--- src/rtl/fft_pkg.sv ---
// Shared constants and the compare-FSM state type for the FFT peak detector.
package fft_pkg;

    localparam int N_POINT_DEF = 1024;
    localparam int IDX_W_DEF   = 10;
    localparam int POW_W       = 32;

    typedef enum logic {
        ST_IDLE = 1'b0,
        ST_ACC  = 1'b1
    } state_e;

endpackage

--- src/rtl/cplx_mag2.sv ---
// Two-stage |x|^2 pipeline: squares registered in stage 1, unsigned sum in stage 2.
module cplx_mag2
    import fft_pkg::*;
(
    input  logic             clk,
    input  logic             rst_n,
    input  logic             di_en,
    input  logic             di_last,
    input  logic [31:0]      din,
    output logic             pow_en,
    output logic             pow_last,
    output logic [POW_W-1:0] pow_data
);

    logic signed [15:0] re;
    logic signed [15:0] im;
    logic signed [31:0] re_sq;
    logic signed [31:0] im_sq;

    logic        v1_q, v1_d;
    logic        l1_q, l1_d;
    logic [31:0] re2_q, re2_d;
    logic [31:0] im2_q, im2_d;
    logic        v2_q, v2_d;
    logic        l2_q, l2_d;
    logic [POW_W-1:0] pow_q, pow_d;

    assign re = din[15:0];
    assign im = din[31:16];

    // Each square is at most 2^30, so the 32-bit sum can never wrap.
    always_comb begin
        re_sq = re * re;
        im_sq = im * im;
        v1_d  = di_en;
        l1_d  = di_en & di_last;
        re2_d = di_en ? re_sq : re2_q;
        im2_d = di_en ? im_sq : im2_q;
        v2_d  = v1_q;
        l2_d  = l1_q;
        pow_d = v1_q ? (re2_q + im2_q) : pow_q;
    end

    always_ff @(posedge clk or negedge rst_n) begin
        if (!rst_n) begin
            v1_q  <= 1'b0;
            l1_q  <= 1'b0;
            re2_q <= '0;
            im2_q <= '0;
            v2_q  <= 1'b0;
            l2_q  <= 1'b0;
            pow_q <= '0;
        end else begin
            v1_q  <= v1_d;
            l1_q  <= l1_d;
            re2_q <= re2_d;
            im2_q <= im2_d;
            v2_q  <= v2_d;
            l2_q  <= l2_d;
            pow_q <= pow_d;
        end
    end

    assign pow_en   = v2_q;
    assign pow_last = l2_q;
    assign pow_data = pow_q;

endmodule

--- src/rtl/fft_peak_detect.sv ---
// Per-frame peak search over the FFT power stream. Define FFT_PEAK_DC_SKIP_EN
// to exclude bin 0 (DC) from the search.
module fft_peak_detect
    import fft_pkg::*;
#(
    parameter int N_POINT = N_POINT_DEF,
    parameter int IDX_W   = IDX_W_DEF
) (
    input  logic             clk,
    input  logic             rst_n,
    input  logic             di_en,
    input  logic             di_last,
    input  logic [31:0]      din,
    output logic             pow_en,
    output logic             pow_last,
    output logic [POW_W-1:0] pow_data,
    output logic             peak_en,
    output logic [IDX_W-1:0] peak_idx,
    output logic [POW_W-1:0] peak_pow,
    output logic             frm_err,
    output logic             dbg_state
);

    localparam logic [IDX_W-1:0] LAST_CNT = IDX_W'(N_POINT - 1);

    state_e           state_q, state_d;
    logic [IDX_W-1:0] cnt_q, cnt_d;
    logic [POW_W-1:0] max_q, max_d;
    logic [IDX_W-1:0] midx_q, midx_d;
    logic             peak_en_q, peak_en_d;
    logic [IDX_W-1:0] peak_idx_q, peak_idx_d;
    logic [POW_W-1:0] peak_pow_q, peak_pow_d;
    logic             frm_err_q, frm_err_d;

    logic             first;
    logic             at_end;
    logic [IDX_W-1:0] cand_idx;
    logic [POW_W-1:0] cand_pow;

    cplx_mag2 u_mag2 (
        .clk      (clk),
        .rst_n    (rst_n),
        .di_en    (di_en),
        .di_last  (di_last),
        .din      (din),
        .pow_en   (pow_en),
        .pow_last (pow_last),
        .pow_data (pow_data)
    );

    always_comb begin
        state_d    = state_q;
        cnt_d      = cnt_q;
        max_d      = max_q;
        midx_d     = midx_q;
        peak_en_d  = 1'b0;
        peak_idx_d = peak_idx_q;
        peak_pow_d = peak_pow_q;
        frm_err_d  = 1'b0;
        first      = (state_q == ST_IDLE);
        at_end     = (cnt_q == LAST_CNT);
        cand_idx   = midx_q;
        cand_pow   = max_q;

        if (pow_en) begin
`ifdef FFT_PEAK_DC_SKIP_EN
            // DC is seeded as power 0 so a frame with no energy elsewhere reports idx 0.
            if (first) begin
                cand_idx = '0;
                cand_pow = '0;
            end else if (pow_data > max_q) begin
                cand_idx = cnt_q;
                cand_pow = pow_data;
            end
`else
            if (first || (pow_data > max_q)) begin
                cand_idx = cnt_q;
                cand_pow = pow_data;
            end
`endif
            max_d  = cand_pow;
            midx_d = cand_idx;

            if (pow_last || at_end) begin
                peak_en_d  = 1'b1;
                peak_idx_d = cand_idx;
                peak_pow_d = cand_pow;
                frm_err_d  = pow_last ^ at_end;
                state_d    = ST_IDLE;
                cnt_d      = '0;
            end else begin
                state_d = ST_ACC;
                cnt_d   = cnt_q + 1'b1;
            end
        end
    end

    always_ff @(posedge clk or negedge rst_n) begin
        if (!rst_n) begin
            state_q    <= ST_IDLE;
            cnt_q      <= '0;
            max_q      <= '0;
            midx_q     <= '0;
            peak_en_q  <= 1'b0;
            peak_idx_q <= '0;
            peak_pow_q <= '0;
            frm_err_q  <= 1'b0;
        end else begin
            state_q    <= state_d;
            cnt_q      <= cnt_d;
            max_q      <= max_d;
            midx_q     <= midx_d;
            peak_en_q  <= peak_en_d;
            peak_idx_q <= peak_idx_d;
            peak_pow_q <= peak_pow_d;
            frm_err_q  <= frm_err_d;
        end
    end

    assign peak_en   = peak_en_q;
    assign peak_idx  = peak_idx_q;
    assign peak_pow  = peak_pow_q;
    assign frm_err   = frm_err_q;
    assign dbg_state = state_q;

endmodule
--- config.mk ---
export PLATFORM = sky130hd
export DESIGN_NAME = fft_peak_detect
export DESIGN_NICKNAME = d
export VERILOG_FILES = /design/src/rtl/fft_pkg.sv /design/src/rtl/cplx_mag2.sv /design/src/rtl/fft_peak_detect.sv
export SDC_FILE = /design/constraint.sdc
export NUM_CORES = 2
export LEC_CHECK = 0
export ABC_AREA = 1
export BUFFER_PORTS_ARGS = -buffer_cell sky130_fd_sc_hd__buf_2
export CAP_MARGIN = 40
export CORE_MARGIN = 2
export CORE_UTILIZATION = 50
export DETAILED_ROUTE_END_ITERATION = 6
export PLACE_DENSITY_LB_ADDON = 0.12
export SLEW_MARGIN = 30
export SYNTH_ARGS = -nofsm -noshare
export SYNTH_HDL_FRONTEND = slang
export SYNTH_SLANG_ARGS = --single-unit
export TNS_END_PERCENT = 1
--- constraint.sdc ---
create_clock -name clk -period 5.09 [get_ports clk]
set_clock_uncertainty 0.2 [all_clocks]
set_input_delay 1.018 -clock clk [delete_from_list [all_inputs] [get_ports clk]]
set_output_delay 1.018 -clock clk [all_outputs]
set_load 0.02 [all_outputs]
==> impl_metrics.toml <==
[critical_path]
critPathSlowestCell = "fa_2"
crit_chain = "buf_4, buf_4, nand2_1, inv_1, fa_1, inv_1, fa_2, fa_1, fa_1, inv_1, fa_1, fa_1, ha_4, a21o_1, a21oi_1, buf_4, nand3_1, inv_1, o21ai_1, or2_2, nand3_1, nand2_1"
cp-end-kind = "register"
critPathKind = "input pin to register"
critPathMostFrequentCell = "fa_1"
crit_required_ns = 5.23
critical-path-max-stage-delay_ns = 0.58
worstPathArrival_ns = 5.99
critPathLaunchType = "input pin"
crit_fanout = 10

[yosys]
synth_nets = 4472
synth_cells = 3725
netlist_area_um2 = 29800
avgSynthCellArea_um2 = 8.00
synth_seq_cells = 195
synth_cell_types = 48
ys_warn_count = 0
async_flop_share_pct = 100
synth_flop_cell = "dfrtp_1"
synth_edf_count = 0
ys_seq_area_share_pct = 16.4

[placed_design]
place_ws_ns = -1.48
port_buffers = 114
post-dp-hpwl_mm = 63.1
gp_congestion = 0.954

[timing]
clock.fmax_mhz = 171
worst_pin_slew_ns = 0.799
setup_ws_ns = -0.761
post-route-period-util_pct = 115
finalSetupViolations = 48
slew_viol_final = 0
rsz0062_at_grt = "yes"
relSlewSlack_pct = 46.8
hold_violations = 0
period_needed_ns = 5.85

[global_routing]
grt_util_all_layers_pct = 25.5
grt_pass1_vias = 25300
gr-total-overflow = 0
antenna_found_initial = 0
grt_start_max_net_pins = 80
grt_pass1_wl_mm = 125

[clocking]
cts-hold-fix-buffers = 0
h-tree-depth = 4
clkTransAtPathRegs_ns = 0.08
clockRootBuffer = "clkbuf_16"
numCtsBuffers = 17
clock_sinks = 195
tritoncts = "done"
clk_latency_ns = 0.46
cts_buffer_depth = 2

[die]
die-area_um2 = 61500
core-area_um2 = 58900
row_count = 89
io-pin-count = 115
initial_core_util_pct = 50.6
die_h_um = 248
die_x_um = 248

[routing]
avgRoutedWirePerCell_um = 15.2
ant_nets = 0
first_iter_violations = 1355
drtPass1Iterations = 6
num_vias = 24700
drc = 0
vias_per_cell = 4.98
drt_wl_total_mm = 75.1

[final_layout]
layout_commonest_cell = "inv_1"
mostFrequentLayoutCells = "inv_1, nand2_1, fa_1"
n_antenna_cell = 0
fillCellCount = 5525
drive_gt1_share_pct = 20.6
fin_nets = 4908
area_growth_pct = 20.1

[status]
failed_checks = "negative setup slack"
outcome = "finished, violations left"

[flow_run]
cap_viol_max_count = 0

[min_path]
hp-class = "register to register"
-- cell type report --
cell class	instances	area [µm²]	area share (%)
Clock inverter	13	141	0.395
Clock buffer	19	443	1.24
Tap cell	773	967	2.70
Inverter	945	3560	9.95
Timing Repair Buffer	531	3930	11.0
Multi-Input combinational cell	2471	21900	61.1
Sequential cell	195	4880	13.6
-- metal layers --
| layer | track usage [%] | vias to the layer above | part of all wire (%) |
|---|---|---|---|
| met2 | 43.7 | 453 | 49 |
| li1 | - | 12100 | - |
| met4 | 6.55 | 0 | 2.2 |
| met5 | 0 | - | 0 |
| met1 | 34.9 | 12000 | 45 |
| met3 | 2.03 | 83 | 3.9 |
-- synthesized netlist by cell type, drive strengths merged, types with 17 or more instances --
cell	instances	share of area, %
nor2	170	2.2
buf	25	0.64
nand4	45	0.99
a31oi	17	0.36
xnor2	25	0.74
o21bai	19	0.48
o21ai	120	2.0
nand3	249	4.2
ha	242	10
inv	944	12
a21oi	121	2.0
nand2	848	12
clkbuf	89	1.1
xor2	30	0.88
or2	33	0.69
nor3	31	0.59
dfrtp	195	16
fa	469	32
-- state kept, by name, summed over array words and instances (netlist names), 10 cells and up --
register         cells
max_q               32
peak_pow            32
u_mag2.pow_data     32
u_mag2.im2_q        31
u_mag2.re2_q        31
cnt_q               10
midx_q              10
peak_idx            10
-- per-stage QoR --
stage          utilization, %  TNS [ns]  instance area, µm²  hold WS [ns]  cells
4_1_cts                  59.6    -29.97               35100         0.154   4941
5_1_grt                  60.7    -38.00               35800         0.160   4947
3_5_place_dp             57.7    -60.21               34000         0.136   4906
2_1_floorplan               -    -42.40               30000         0.131   3725
3_3_place_gp             57.7    -59.17               34000         0.132   4906
6_report                 60.7    -27.96               35800         0.154   4947
-- cell families after synthesis --
| group | after synthesis | share of synthesized area (%) |
|---|---|---|
| AO/OA/AOI/OAI | 314 | 5.82 |
| adder cells (fa/ha/maj) | 711 | 41.7 |
| multiplexers | 1 | 0.0378 |
| flip-flops | 195 | 16.4 |
| XOR/XNOR | 55 | 1.62 |
| buffers and inverters | 1059 | 13.7 |
| AND/OR/NAND/NOR | 1390 | 20.8 |
-- worst paths after layout --
kind	slack (ns)	depth (start not counted)	start	end
max in group asynchronous	3.22	2	rst_n	u_mag2.im2_q[24]
worst min register to register	0.15	0	u_mag2.l1_q	u_mag2.pow_last
worst min-delay path	0.15	0	u_mag2.l1_q	u_mag2.pow_last
worst max-delay path	-0.76	22	din[10]	u_mag2.re2_q[18]
min in group asynchronous	0.35	1	rst_n	peak_pow[4]
worst max register to register	1.78	12	u_mag2.pow_data[27]	peak_pow[29]
-- repair_timing --
action | CTS | global route
hold endpoints to repair | 0 | 0
pin swaps | 28 | 42
setup buffers | 3 | 4
gates cloned | 0 | 1
setup endpoints to repair | 48 | 50
resized for setup | 118 | 157
-- critical path, delay by kind of cell --
family | cells | cell delay, ns
buf+inv | 7 | 0.73
fa+ha+maj | 7 | 3.29
simple gates | 5 | 0.58
compound gates | 3 | 0.39
Power is left out: the tool's default activity adds up to more than one toggle a clock period on the data nets, which glitch-free logic cannot reach.
